**config.mk**
```make
export PLATFORM = sky130hd
export DESIGN_NAME = multu_seq
export DESIGN_NICKNAME = d
export VERILOG_FILES = /design/src/rtl/multu_seq.sv
export SDC_FILE = /design/constraint.sdc
export NUM_CORES = 1
export LEC_CHECK = 0
export ABC_AREA = 1
export CAP_MARGIN = 25
export CORE_MARGIN = 5
export CORE_UTILIZATION = 50
export DETAILED_ROUTE_END_ITERATION = 10
export GPL_ROUTABILITY_DRIVEN = 0
export HOLD_SLACK_MARGIN = 0.05
export PLACE_DENSITY = 0.73
export SYNTH_ARGS = -nofsm -noshare
export SYNTH_HDL_FRONTEND = slang
export SYNTH_SLANG_ARGS = --single-unit
```
**constraint.sdc**
```tcl
create_clock -name clk -period 7.6 [get_ports clk]
set_clock_uncertainty 0.2 [all_clocks]
set_input_delay 1.52 -clock clk [delete_from_list [all_inputs] [get_ports clk]]
set_output_delay 1.52 -clock clk [all_outputs]
set_load 0.02 [all_outputs]
```
**src/rtl/multu_seq.sv**
```systemverilog
// Iterative shift-add unsigned multiplier for the HiLo stage: one multiplier bit per cycle,
// WIDTH cycles per product, then a single-cycle last pulse carrying the MADDU accumulate flag.
module multu_seq #(
    parameter int WIDTH = 32
) (
    input  logic                 clk,
    input  logic                 reset,
    input  logic                 start,
    input  logic                 flush,
    input  logic                 add_in,
    input  logic [WIDTH-1:0]     src_a,
    input  logic [WIDTH-1:0]     src_b,
    output logic                 busy,
    output logic [2*WIDTH-1:0]   MultuAns,
    output logic                 last,
    output logic                 AddSignal
);

    localparam int CW = (WIDTH > 1) ? $clog2(WIDTH) : 1;

    typedef enum logic [1:0] {
        IDLE = 2'd0,
        RUN  = 2'd1,
        DONE = 2'd2
    } state_t;

    state_t             state;
    logic [WIDTH-1:0]   mcand;
    logic [WIDTH-1:0]   mplier;
    logic [2*WIDTH-1:0] acc;
    logic [2*WIDTH-1:0] accNext;
    logic [WIDTH:0]     upperSum;
    logic [CW-1:0]      count;

    // The carry out of the upper-half add becomes the new MSB as the accumulator shifts right.
    always_comb begin
        upperSum = {1'b0, acc[2*WIDTH-1:WIDTH]} + (mplier[0] ? {1'b0, mcand} : '0);
        accNext  = {upperSum, acc[WIDTH-1:1]};
    end

    // NOTE: state and outputs are updated with <= so every register sees pre-edge values.
    always_ff @(posedge clk or negedge reset) begin
        if (!reset) begin
            state     <= IDLE;
            mcand     <= '0;
            mplier    <= '0;
            acc       <= '0;
            count     <= '0;
            MultuAns  <= '0;
            AddSignal <= 1'b0;
            busy      <= 1'b0;
            last      <= 1'b0;
        end else begin
            case (state)
                IDLE: begin
                    last <= 1'b0;
                    if (start && !flush) begin
                        mcand     <= src_a;
                        mplier    <= src_b;
                        acc       <= '0;
                        count     <= '0;
                        AddSignal <= add_in;
                        busy      <= 1'b1;
                        state     <= RUN;
                    end
                end
                RUN: begin
                    if (flush) begin
                        busy  <= 1'b0;
                        state <= IDLE;
                    end else begin
                        acc    <= accNext;
                        mplier <= mplier >> 1;
                        count  <= count + 1'b1;
                        if (count == CW'(WIDTH - 1)) begin
                            MultuAns <= accNext;
                            last     <= 1'b1;
                            state    <= DONE;
                        end
                    end
                end
                DONE: begin
                    // The result is already committed here, so a flush cannot retract it.
                    last  <= 1'b0;
                    busy  <= 1'b0;
                    state <= IDLE;
                end
                default: begin
                    last  <= 1'b0;
                    busy  <= 1'b0;
                    state <= IDLE;
                end
            endcase
        end
    end

endmodule
```
======== After elaboration in Yosys (flattened, before gate mapping) ========
Cells that the tools add are included.
cells by class
  equal/unequal tests ..................... 7
  reduce and logical (&&, ||, !) cells .... 10
  muxes and demuxes ....................... 20
  $mul .................................... 0
  divide/modulo/power cells ............... 0
  add/subtract/negate cells ............... 2
  $lt $le $gt $ge ......................... 0
  shift-type cells ........................ 0
  bitwise operators ....................... 1
operators by type and width
  cell                 number
  $mux 64              2
  $pmux 64 s2          1
  $mux 32              3
  $pmux 32 s2          1
  $add 32x32->33       1
  $mux 5               2
  $pmux 5 s2           1
  $ne 2x2->1 const B   4
  $reduce_and 2->1     4
  $mux 2               3
  $reduce_and 3->1     2
  $add 5x1->5 const B  1
  $eq 5x5->1 const B   1
  $mux 1               5
  $pmux 2 s2           1
  $ne 3x3->1 const B   1
  $eq 2x1->1 const B   1
  $logic_not 2->1      1
  $pmux 1 s2           1
  $reduce_bool 2->1    1
  $logic_and 1x1->1    1
  $logic_not 1->1      1
  $not 1->1            1
word-level totals
  output and inout port bits .............. 67
  bits in latches ......................... 0
  bits in registers ....................... 202
  input bits .............................. 69
  memory bits (read-only) ................. 0
  memories kept ........................... 0
  logic and storage cells ................. 49
  bits in writable memories ............... 0

======== Logic depth before layout (Yosys ltp) ========
Gate-level depths: netlist (run 1).
  depth after elaboration ................. 4
  depth in mapped cells ................... 18
  mapped depth without buffers ............ 16

======== Worst setup path after synthesis (run 1) ========
OpenSTA, ideal clock, no wires.
  kind .................................... input to register
  start point ............................. input port start
  end point ............................... register mplier[24]
  stages .................................. 8
  slack ................................... 4.855 ns
  buffers on the path ..................... 2
  library setup time ...................... 0.066 ns
  data arrival time ....................... 2.479 ns
  data required time ...................... 7.334 ns
  path through ............................ inv_1 nor2_1 nand2_1 inv_1 buf_2 buf_1 a22oi_1 nand2_1
on the way
  word-level cells in the longest chain between the ends .. 3
RTL lines
  what                               line  text
  from (decl)                        8     input logic start,
  $logic_and 1x1->1                  57    if (start && !flush) begin
  $ne 2x2->1 (no source line)        --
  $reduce_and 3->1 (no source line)  --
  to (signal assigned)               59    mplier <= src_b;
  to (signal assigned)               73    mplier <= mplier >> 1;
  to (decl)                          29    logic [WIDTH-1:0] mplier;
Every way passes these cells.
A chain may end at the register's enable or synchronous reset.

======== Worst setup path in the final report (run 1) ========
  start point ............................. register mplier[0]
  end point ............................... register MultuAns[59]
on the way
  word-level cells in the longest chain between the ends .. 2
RTL lines
  what                  line  text
  $mux 32               37    upperSum = {1'b0, acc[2*WIDTH-1:WIDTH]} + (mplier[0] ? {1'b0, mcand} : '0);
  $add 32x32->33        37
  to (signal assigned)  76    MultuAns <= accNext;
  to (decl)             14    output logic [2*WIDTH-1:0] MultuAns,
Every way passes these cells.

==> run_results.csv, run 1 <==
group,metric,value,unit
sta,finalMaxSlewViolations,0,
synthesis,postSynthAreaPerCell,7.52,sq um
floorplanning,dieArea,23700,sq um
route,drcViolationCount,0,
power,vdd.ir_drop.worst,0.000193,V
outcome,status,"complete, no violations",
synthesis,ys.warnings.count,0,
floorplanning,core-area,20300,sq um
worst_hold_path,hold_path_startpoint,"MultuAns[47]",
placed_design,hpwl_after_detailed_placement,17900,microns
floorplanning,fp.dieW,154,microns
synthesis,mapped_cell_area,10400,sq um
synthesis,synth_top_area_cell,"sky130_fd_sc_hd__dfrtp_1",
floorplanning,die_height,154,microns
route,vias,8908,
route,drt-wirelength-per-cell,14.4,microns
sta,setup-tns-final,0,ns
cts,cts.sink_count,201,
cts,cts_made_buffers,22,
floorplanning,floorplan.io_pins,136,
floorplanning,floorplan.rows,52,
sta,tightest_slew,0.857,ns
final_layout,antenna_cells_inserted,0,
cts,clock_tree.root_cell,"sky130_fd_sc_hd__clkbuf_16",
synthesis,synth_seq_cells,201,
route,detail-route-antenna-nets,0,
worst_hold_path,worst_hold_path.endpoint,"MultuAns[47]",
global_route,track_usage,21.6,%
global_route,grt_start_max_net_pins,109,
synthesis,synth.net_count,1482,
power,power.total,2.96,mW
placed_design,buffers_on_ports,135,
sta,finalSetupViolCount,0,
global_route,first_global_vias,8843,
critical_path,worst-r2r-cell-count,16,
sta,final_min_period_over_clock_period,44.9,%
global_route,grt_overflow_total,0,
sta,slew-limit-headroom,42.8,%
route,drt_wl_total,25600,microns
synthesis,synthDominantCellAreaShare,48.5,%
cts,cts_tree,"yes",
floorplanning,initial_core_utilization,51.1,%
critical_path,worst_r2r_endpoint,"MultuAns[59]",
synthesis,yosys.cell_types.count,32,
global_route,antenna_found_initial,0,
critical_path,crit_path_max_fanout,19,
sta,min_period,3.41,ns
route,detailedRoute.firstIterationViolations,603,
final_layout,final_nets,1597,
critical_path,critical_path.endpoint_type,"flop",
critical_path,rr_startpoint,"mplier[0]",
critical_path,r2r_slack,4.19,ns
worst_hold_path,worst_hold_path.num_cells,2,
critical_path,crit_path_launch_type,"flop",
cts,post-cts-setup-buffer-count,0,
cts,worst_setup_hold_path_clk_slew,0.06,ns
synthesis,syn_inst,1378,
cts,post_cts_resize_count,0,
sta,max_clock_freq,0.293,GHz
sta,hold_violations,0,
route,drt_first_pass_iters,7,
critical_path,timing.setup.critical_path_class,"flop to flop",
synthesis,synth.yosys.seq_area_share,48.5,%
global_route,grt_first_pass_wirelength,43200,microns
sta,grt_setup_unrepaired,"false",
flow_run,maxCapViolations,0,
cts,clock_latency_at_the_later_pin_of_the_worst_skew_pair,0.52,ns
cts,hold_buffers,0,
final_layout,drive_gt1_share,3.51,%
cts,ctsHtreeMaxLevel,1,
synthesis,synth.area.top_cells,"sky130_fd_sc_hd__dfrtp_1 (49%), sky130_fd_sc_hd__nand2_1 (21%), sky130_fd_sc_hd__inv_1 (6.6%), sky130_fd_sc_hd__nand3_1 (4.6%), sky130_fd_sc_hd__ha_1 (4.1%)",
power,power_density,234,nW/um^2
critical_path,required_arrival_time_at_the_worst_endpoint,7.80,ns
cts,cts_max_path_buffers,3,
power,leakage,6.80,nW
route,viasPerCell,5.01,
critical_path,worst-endpoint-arrival,3.61,ns
worst_hold_path,class_of_the_worst_hold_path,"flop to flop",
final_layout,area.growth.synth_to_final,21.9,%
worst max path at each step:
stage	start	to	slack [ns]
final	mplier[0]	MultuAns[59]	4.19
after detailed placement	flush	MultuAns[47]	3.60
after floorplan	start	mplier[24]	4.85
after global placement	flush	MultuAns[47]	3.71
after global routing	mplier[0]	MultuAns[59]	3.93
after CTS	flush	MultuAns[59]	4.13
per-stage QoR:
stage	util, %	setup slack, ns	hold WS [ns]	cell area (sq um)	cells
after floorplan	-	4.85	0.249	10400	1378
after global routing	62.3	3.93	0.292	12600	1778
final	62.3	4.19	0.276	12600	1778
after CTS	62.1	4.13	0.281	12600	1777
after global placement	58.4	3.71	0.260	11900	1738
after detailed placement	58.4	3.60	0.265	11900	1738
registers in the layout, summed over array words and instances (netlist names):
name / cells
AddSignal: 1
MultuAns: 64
acc: 63
busy: 1
count: 5
last: 1
mcand: 32
mplier: 32
state: 2
power by group:
part	internal [mW]	switching, mW	total [mW]
Combinational	0.220	0.370	0.590
Sequential	1.20	0.0820	1.28
Clock	0.657	0.435	1.09
Total	2.07	0.887	2.96
final cells by class:
| class | instances | area, sq um |
|---|---|---|
| Clock buffer | 33 | 642 |
| Clock inverter | 6 | 111 |
| Fill cell | 1820 | 7660 |
| Inverter | 187 | 704 |
| Multi-Input combinational cell | 938 | 4380 |
| Sequential cell | 201 | 5030 |
| Tap cell | 270 | 338 |
| Timing Repair Buffer | 143 | 1440 |
cell families (layout without fill, tap and decap cells):
kind of cell	count (synthesis)	after routing	share of synthesized area (%)
and+or+nand+nor	739	739	28.5
DFF	201	201	48.5
xor gates and xnor gates	13	13	1.10
adders and majority gates	35	35	4.30
buffers and inverters	239	369	9.29
AOI/OAI and AO/OA	151	151	8.24
routing by layer:
| layer | track usage (%) | wire length (microns) |
|---|---|---|
| met5 | 0 | 0 |
| met4 | 5.85 | 603 |
| met3 | 3.68 | 1400 |
| met2 | 35.0 | 11900 |
| met1 | 30.4 | 11700 |
worst max-delay path: stages, from the launching register on:
cell and delay, ns:
sky130_fd_sc_hd__dfrtp_1 0.79, sky130_fd_sc_hd__buf_4 0.35, sky130_fd_sc_hd__nand2_1 0.08, sky130_fd_sc_hd__inv_1 0.06, sky130_fd_sc_hd__ha_1 0.20, sky130_fd_sc_hd__inv_1 0.07, sky130_fd_sc_hd__fa_1 0.42, sky130_fd_sc_hd__inv_1 0.14
sky130_fd_sc_hd__nand3_1 0.08, sky130_fd_sc_hd__nand3_1 0.15, sky130_fd_sc_hd__nand3_1 0.09, sky130_fd_sc_hd__nand3_1 0.19, sky130_fd_sc_hd__nand2_1 0.16, sky130_fd_sc_hd__nand2_1 0.10, sky130_fd_sc_hd__nand2_1 0.07, sky130_fd_sc_hd__nand3_1 0.08
sky130_fd_sc_hd__nand2_1 0.07
cell usage after synthesis:
master,instances
sky130_fd_sc_hd__a21o_1,1
sky130_fd_sc_hd__a21oi_1,22
sky130_fd_sc_hd__a22o_1,1
sky130_fd_sc_hd__a22oi_1,31
sky130_fd_sc_hd__buf_1,6
sky130_fd_sc_hd__buf_2,20
sky130_fd_sc_hd__buf_4,6
sky130_fd_sc_hd__buf_6,2
sky130_fd_sc_hd__clkbuf_1,17
sky130_fd_sc_hd__clkbuf_2,1
sky130_fd_sc_hd__dfrtp_1,201
sky130_fd_sc_hd__fa_1,1
sky130_fd_sc_hd__ha_1,34
sky130_fd_sc_hd__inv_1,183
sky130_fd_sc_hd__inv_2,3
sky130_fd_sc_hd__inv_4,1
sky130_fd_sc_hd__nand2_1,574
sky130_fd_sc_hd__nand2_4,1
sky130_fd_sc_hd__nand3_1,95
sky130_fd_sc_hd__nand3b_1,5
sky130_fd_sc_hd__nand4_1,4
sky130_fd_sc_hd__nor2_1,50
sky130_fd_sc_hd__nor2_2,1
sky130_fd_sc_hd__nor2_4,2
sky130_fd_sc_hd__nor3_1,5
sky130_fd_sc_hd__o21ai_0,80
sky130_fd_sc_hd__o21ai_1,10
sky130_fd_sc_hd__o21bai_1,3
sky130_fd_sc_hd__o31ai_1,3
sky130_fd_sc_hd__or2_2,2
sky130_fd_sc_hd__xnor2_1,11
sky130_fd_sc_hd__xor2_1,2
layout by cell type, fill, tap and decap left out, types with 2 or more instances in the layout:
cell type / count
sky130_fd_sc_hd__a21oi_1: 22
sky130_fd_sc_hd__a22oi_1: 31
sky130_fd_sc_hd__buf_4: 7
sky130_fd_sc_hd__bufinv_16: 2
sky130_fd_sc_hd__clkbuf_1: 6
sky130_fd_sc_hd__clkbuf_16: 22
sky130_fd_sc_hd__clkbuf_8: 6
sky130_fd_sc_hd__clkdlybuf4s50_1: 134
sky130_fd_sc_hd__clkinv_2: 2
sky130_fd_sc_hd__dfrtp_1: 201
sky130_fd_sc_hd__ha_1: 34
sky130_fd_sc_hd__inv_1: 182
sky130_fd_sc_hd__inv_2: 4
sky130_fd_sc_hd__nand2_1: 574
sky130_fd_sc_hd__nand3_1: 95
sky130_fd_sc_hd__nand3b_1: 5
sky130_fd_sc_hd__nand4_1: 4
sky130_fd_sc_hd__nor2_1: 50
sky130_fd_sc_hd__nor2_4: 3
sky130_fd_sc_hd__nor3_1: 5
sky130_fd_sc_hd__o21ai_0: 80
sky130_fd_sc_hd__o21ai_1: 10
sky130_fd_sc_hd__o21bai_1: 3
sky130_fd_sc_hd__o31ai_1: 3
sky130_fd_sc_hd__or2_2: 2
sky130_fd_sc_hd__xnor2_1: 11
sky130_fd_sc_hd__xor2_1: 2
Power figures use the tool's default switching activity.
==> run 2, diff against run 1 <==
==> constraint.sdc (replaced) <==
create_clock -name clk -period 3.4 [get_ports clk]
set_clock_uncertainty 0.2 [all_clocks]
set_input_delay 0.68 -clock clk [delete_from_list [all_inputs] [get_ports clk]]
set_output_delay 0.68 -clock clk [all_outputs]
set_load 0.02 [all_outputs]
==> run_results.csv, run 2 (same netlist as run 1, synthesis figures left out) <==
group,metric,value,unit
floorplanning,fp.dieW,154,microns
route,drt-wirelength-per-cell,14.7,microns
floorplanning,floorplan.io_pins,136,
route,drcViolationCount,0,
sta,grt_setup_unrepaired,"false",
final_layout,top_register,"MultuAns",
cts,clock_tree.root_cell,"sky130_fd_sc_hd__clkbuf_16",
power,leakage,6.81,nW
sta,final_min_period_over_clock_period,83.6,%
critical_path,required_arrival_time_at_the_worst_endpoint,3.60,ns
final_layout,final_util,62.3,%
final_layout,area.growth.synth_to_final,22.0,%
route,detailedRoute.firstIterationViolations,613,
sta,finalMaxSlewViolations,0,
sta,tightest_slew,0.999,ns
route,viasPerCell,5.08,
power,vdd.ir_drop.worst,0.000390,V
sta,slew-limit-headroom,33.4,%
final_layout,final_common_cell,"sky130_fd_sc_hd__nand2_1",
global_route,grt_overflow_total,0,
critical_path,timing.setup.critical_path_class,"flop to flop",
floorplanning,initial_core_utilization,51.1,%
floorplanning,core-area,20300,sq um
worst_hold_path,class_of_the_worst_hold_path,"flop to flop",
power,power_density,519,nW/um^2
critical_path,worst_r2r_endpoint,"MultuAns[59]",
cts,hold_buffers,1,
cts,ctsHtreeMaxLevel,1,
final_layout,drive_gt1_share,3.64,%
route,detail-route-antenna-nets,0,
outcome,status,"complete, no violations",
worst_hold_path,worst_hold_path.endpoint,"MultuAns[63]",
route,vias,9036,
cts,cts_tree,"yes",
floorplanning,dieArea,23700,sq um
sta,max_clock_freq,0.352,GHz
global_route,grt_start_max_net_pins,108,
global_route,track_usage,22.2,%
global_route,first_global_vias,8905,
final_layout,antenna_cells_inserted,0,
critical_path,crit_path_launch_type,"flop",
cts,cts_made_buffers,22,
final_layout,largest_registers,"MultuAns: 64 flops, acc: 63 flops",
sta,min_period,2.84,ns
final_layout,final_nets,1602,
route,drt_first_pass_iters,5,
placed_design,buffers_on_ports,135,
critical_path,crit_path_max_fanout,16,
final_layout,layout.cell_area.non_filler,12600,sq um
cts,post_cts_resize_count,0,
placed_design,placedInstanceArea,11900,sq um
critical_path,r2r_slack,0.56,ns
floorplanning,die_height,154,microns
critical_path,worst-r2r-cell-count,15,
placed_design,hpwl_after_detailed_placement,18700,microns
cts,cts.sink_count,201,
worst_hold_path,hold_path_startpoint,"MultuAns[63]",
final_layout,flip_flop_count_of_the_largest_register_all_copies_and_words_added,64,
sta,finalSetupViolCount,0,
cts,clock_latency_at_the_later_pin_of_the_worst_skew_pair,0.52,ns
power,power.total,6.56,mW
floorplanning,floorplan.rows,52,
critical_path,rr_startpoint,"mplier[0]",
critical_path,worst-endpoint-arrival,3.05,ns
sta,setup-tns-final,0,ns
global_route,antenna_found_initial,0,
final_layout,layout_common_cells,"sky130_fd_sc_hd__nand2_1 (574), sky130_fd_sc_hd__dfrtp_1 (201), sky130_fd_sc_hd__inv_1 (182), sky130_fd_sc_hd__clkdlybuf4s50_1 (134), sky130_fd_sc_hd__nand3_1 (95)",
critical_path,critical_path.endpoint_type,"flop",
global_route,grt_first_pass_wirelength,44100,microns
cts,post-cts-setup-buffer-count,0,
route,drt_wl_total,26200,microns
sta,hold_violations,0,
placed_design,numPlacedInstances,1743,
final_layout,fin_cells,1779,
flow_run,maxCapViolations,0,
worst_hold_path,worst_hold_path.num_cells,2,
cts,cts_max_path_buffers,3,
cts,worst_setup_hold_path_clk_slew,0.06,ns
run 2: changes by cell type in the layout (fill, tap and decap cells not counted), sizes merged:
cell | before | now
buf | 8 | 12
clkbuf | 34 | 30
clkinv | 3 | 4
dlygate4sd3 | 0 | 1
inv | 188 | 187
run 2: layout make-up:
class | instances | area [sq um]
Clock buffer | 29 | 607
Clock inverter | 6 | 105
Fill cell | 1848 | 7660
Inverter | 187 | 704
Multi-Input combinational cell | 938 | 4380
Sequential cell | 201 | 5030
Tap cell | 270 | 338
Timing Repair Buffer | 148 | 1480
run 2: critical path, stage by stage, from the launching register on:
cell and delay [ns]:
sky130_fd_sc_hd__dfrtp_1 0.69, sky130_fd_sc_hd__nand2_1 0.10, sky130_fd_sc_hd__inv_1 0.08, sky130_fd_sc_hd__ha_1 0.18, sky130_fd_sc_hd__inv_1 0.07, sky130_fd_sc_hd__fa_1 0.39
sky130_fd_sc_hd__inv_1 0.11, sky130_fd_sc_hd__nand3_1 0.08, sky130_fd_sc_hd__nand3_1 0.14, sky130_fd_sc_hd__nand3_1 0.09, sky130_fd_sc_hd__nand3_1 0.19, sky130_fd_sc_hd__nand2_1 0.13
sky130_fd_sc_hd__nand2_1 0.09, sky130_fd_sc_hd__nand2_1 0.06, sky130_fd_sc_hd__nand3_1 0.07, sky130_fd_sc_hd__nand2_1 0.06
run 2: through the flow:
step	hold WS (ns)	setup WS (ns)
2_1_floorplan	0.184	0.870
6_report	0.275	0.557
4_1_cts	0.280	0.551
3_5_place_dp	0.261	0.560
5_1_grt	0.293	0.317
3_3_place_gp	0.256	0.641
run 2: layer usage:
| metal | track usage [%] | part of all wire, % | vias to the layer above |
|---|---|---|---|
| met3 | 3.71 | 6.2 | 48 |
| li1 | - | - | 4522 |
| met4 | 5.85 | 3.0 | 0 |
| met5 | 0 | 0 | - |
| met2 | 35.6 | 45 | 279 |
| met1 | 31.6 | 46 | 4187 |
run 2: power by group:
group / internal (mW) / switching (mW)
combinational: 0.502 / 0.824
clock: 1.41 / 0.968
sequential: 2.67 / 0.189
total: 4.58 / 1.98
run 2: worst max path at each step:
stage          startpoint           end  slack, ns  depth (start not counted)
3_5_place_dp    mplier[0]  MultuAns[59]       0.56                         15
6_report        mplier[0]  MultuAns[59]       0.56                         15
4_1_cts         mplier[0]  MultuAns[59]       0.55                         12
3_3_place_gp    mplier[0]  MultuAns[59]       0.64                         15
5_1_grt         mplier[0]  MultuAns[59]       0.32                         12
2_1_floorplan   mplier[0]  MultuAns[59]       0.87                         17
==> run 3, diff against run 2 <==
==> constraint.sdc (replaced) <==
create_clock -name clk -period 2.7 [get_ports clk]
set_clock_uncertainty 0.2 [all_clocks]
set_input_delay 0.54 -clock clk [delete_from_list [all_inputs] [get_ports clk]]
set_output_delay 0.54 -clock clk [all_outputs]
set_load 0.02 [all_outputs]
==> run_results.csv, run 3 (same netlist as run 1, synthesis figures left out) <==
group,metric,value,unit
outcome,status,"complete, no violations",
cts,cts_tree,"yes",
sta,finalSetupViolCount,0,
global_route,track_usage,22.0,%
power,power_density,653,nW/um^2
cts,cts_max_path_buffers,3,
critical_path,worst_r2r_endpoint,"MultuAns[60]",
floorplanning,floorplan.rows,52,
sta,grt_setup_unrepaired,"false",
critical_path,crit_path_max_fanout,19,
sta,max_clock_freq,0.389,GHz
placed_design,numPlacedInstances,1749,
final_layout,antenna_cells_inserted,0,
critical_path,critical_path_sink,"MultuAns[60]",
floorplanning,core-area,20300,sq um
final_layout,top_register,"MultuAns",
flow_run,maxCapViolations,0,
final_layout,nFillCells,1842,
global_route,grt_first_pass_wirelength,43900,microns
critical_path,rr_startpoint,"mplier[0]",
cts,cts_made_buffers,22,
floorplanning,die_height,154,microns
cts,worst_setup_hold_path_clk_slew,0.06,ns
sta,min_period,2.57,ns
sta,final_min_period_over_clock_period,95.3,%
global_route,antenna_found_initial,1,
route,drt_first_pass_iters,5,
final_layout,final_nets,1608,
critical_path,crit_path_launch_type,"flop",
power,leakage,6.88,nW
floorplanning,dieArea,23700,sq um
floorplanning,floorplan.io_pins,136,
floorplanning,initial_core_utilization,51.1,%
route,drt_wl_total,26200,microns
final_layout,fin_cells,1790,
route,vias,9119,
placed_design,buffers_on_ports,135,
cts,clock_latency_at_the_later_pin_of_the_worst_skew_pair,0.52,ns
sta,hold_violations,0,
final_layout,register_area,5030,sq um
cts,clock_tree.root_cell,"sky130_fd_sc_hd__clkbuf_16",
final_layout,drive_gt1_share,4.61,%
final_layout,flip_flop_count_of_the_largest_register_all_copies_and_words_added,64,
cts,ctsHtreeMaxLevel,1,
sta,slew-limit-headroom,65.1,%
sta,tightest_slew,0.524,ns
final_layout,layout_common_cells,"sky130_fd_sc_hd__nand2_1 (574), sky130_fd_sc_hd__dfrtp_1 (201), sky130_fd_sc_hd__inv_1 (182), sky130_fd_sc_hd__clkdlybuf4s50_1 (134), sky130_fd_sc_hd__nand3_1 (93)",
final_layout,area.growth.synth_to_final,23.3,%
route,drcViolationCount,0,
critical_path,critical_path.endpoint_type,"flop",
sta,setup-tns-final,0,ns
floorplanning,fp.dieW,154,microns
global_route,grt_start_max_net_pins,99,
critical_path,worstSetupStartpoint,"mplier[0]",
worst_hold_path,class_of_the_worst_hold_path,"flop to flop",
global_route,grt_overflow_total,0,
critical_path,timing.setup.critical_path_class,"flop to flop",
route,detail-route-antenna-nets,0,
final_layout,final_common_cell,"sky130_fd_sc_hd__nand2_1",
critical_path,required_arrival_time_at_the_worst_endpoint,2.89,ns
global_route,first_global_vias,8930,
route,drt-wirelength-per-cell,14.6,microns
sta,finalMaxSlewViolations,0,
route,viasPerCell,5.09,
critical_path,worst-r2r-cell-count,14,
power,vdd.ir_drop.worst,0.000488,V
route,detailedRoute.firstIterationViolations,710,
placed_design,hpwl_after_detailed_placement,18700,microns
cts,cts.sink_count,201,
final_layout,largest_registers,"MultuAns: 64 flops, acc: 63 flops",
critical_path,r2r_slack,0.13,ns
critical_path,worst-endpoint-arrival,2.76,ns
final_layout,multi_input_comb_area,4390,sq um
-- run 3: cell types whose count changed in the layout (fill, tap and decap cells not counted) --
cell	previous run	this run
sky130_fd_sc_hd__nand3_1	95	93
sky130_fd_sc_hd__clkinvlp_4	0	1
sky130_fd_sc_hd__buf_12	2	5
sky130_fd_sc_hd__nor2_1	50	48
sky130_fd_sc_hd__clkinv_4	0	2
sky130_fd_sc_hd__clkbuf_8	4	7
sky130_fd_sc_hd__bufinv_16	2	1
sky130_fd_sc_hd__buf_4	10	13
sky130_fd_sc_hd__nor2_2	0	2
sky130_fd_sc_hd__nand3_2	0	2
-- run 3: final cells by class --
type / instances / share of cell area (%)
repair buffers: 154 / 12.2
well taps: 270 / 2.64
clock inverters: 8 / 0.784
inverters: 187 / 5.51
flip-flops and latches: 201 / 39.4
clock buffers: 32 / 5.07
multi-input cells: 938 / 34.4
-- run 3: worst min-delay path by stage --
stage	from	endpoint	slack (ns)	cells after the start
6_report	MultuAns[43]	MultuAns[43]	0.28	2
3_5_place_dp	mplier[22]	mplier[22]	0.27	2
4_1_cts	mplier[22]	mplier[22]	0.28	2
3_3_place_gp	MultuAns[41]	MultuAns[41]	0.26	2
5_1_grt	MultuAns[49]	MultuAns[49]	0.30	2
2_1_floorplan	reset	AddSignal	0.04	0
-- run 3: repair_timing --
| action | CTS | global route |
|---|---|---|
| hold buffers | 1 | 0 |
| setup buffers | 0 | 0 |
| resized for setup | 0 | 4 |
| endpoints found under the hold margin | 38 | 0 |
| setup endpoints to repair | 0 | 7 |
-- run 3: report_power, final --
group          leakage (nW)  internal (mW)  total (mW)  switching (mW)
clock network         0.365           1.78        3.04            1.26
logic                  3.82          0.651        1.72            1.07
registers              2.69           3.37        3.58           0.217
total                  6.88           5.80        8.34            2.54
-- run 3: worst max-delay path: stages, from the launching register on --
cell and delay (ns):
sky130_fd_sc_hd__dfrtp_1 0.40, sky130_fd_sc_hd__buf_4 0.21, sky130_fd_sc_hd__nand2_1 0.09, sky130_fd_sc_hd__inv_1 0.06, sky130_fd_sc_hd__ha_1 0.35, sky130_fd_sc_hd__nand2_1 0.15, sky130_fd_sc_hd__inv_1 0.05, sky130_fd_sc_hd__nand2_1 0.06
sky130_fd_sc_hd__nand2_1 0.06, sky130_fd_sc_hd__nand2_1 0.09, sky130_fd_sc_hd__nand2_1 0.08, sky130_fd_sc_hd__a21oi_1 0.27, sky130_fd_sc_hd__nand3_1 0.15, sky130_fd_sc_hd__nand3_1 0.14, sky130_fd_sc_hd__nand2_1 0.07
-- run 3: layer usage --
layer / part of all wire (%) / track usage (%)
met4: 1.9 / 4.96
met2: 48 / 36.3
met1: 45 / 30.9
met3: 5.7 / 3.40
met5: 0.046 / 0
-- run 3: metrics by stage --
step / cell area, sq um / utilization, % / setup WS [ns] / hold WS (ns) / total power, mW
2_1_floorplan: 10400 / - / 0.170 / 0.0444 / 4.76
6_report: 12800 / 62.9 / 0.126 / 0.276 / 8.34
3_3_place_gp: 12000 / 59.1 / 0.153 / 0.262 / 5.29
3_5_place_dp: 12000 / 59.1 / 0.159 / 0.266 / 5.34
5_1_grt: 12800 / 62.9 / 0.00121 / 0.299 / 8.80
4_1_cts: 12800 / 62.9 / 0.134 / 0.282 / 8.40
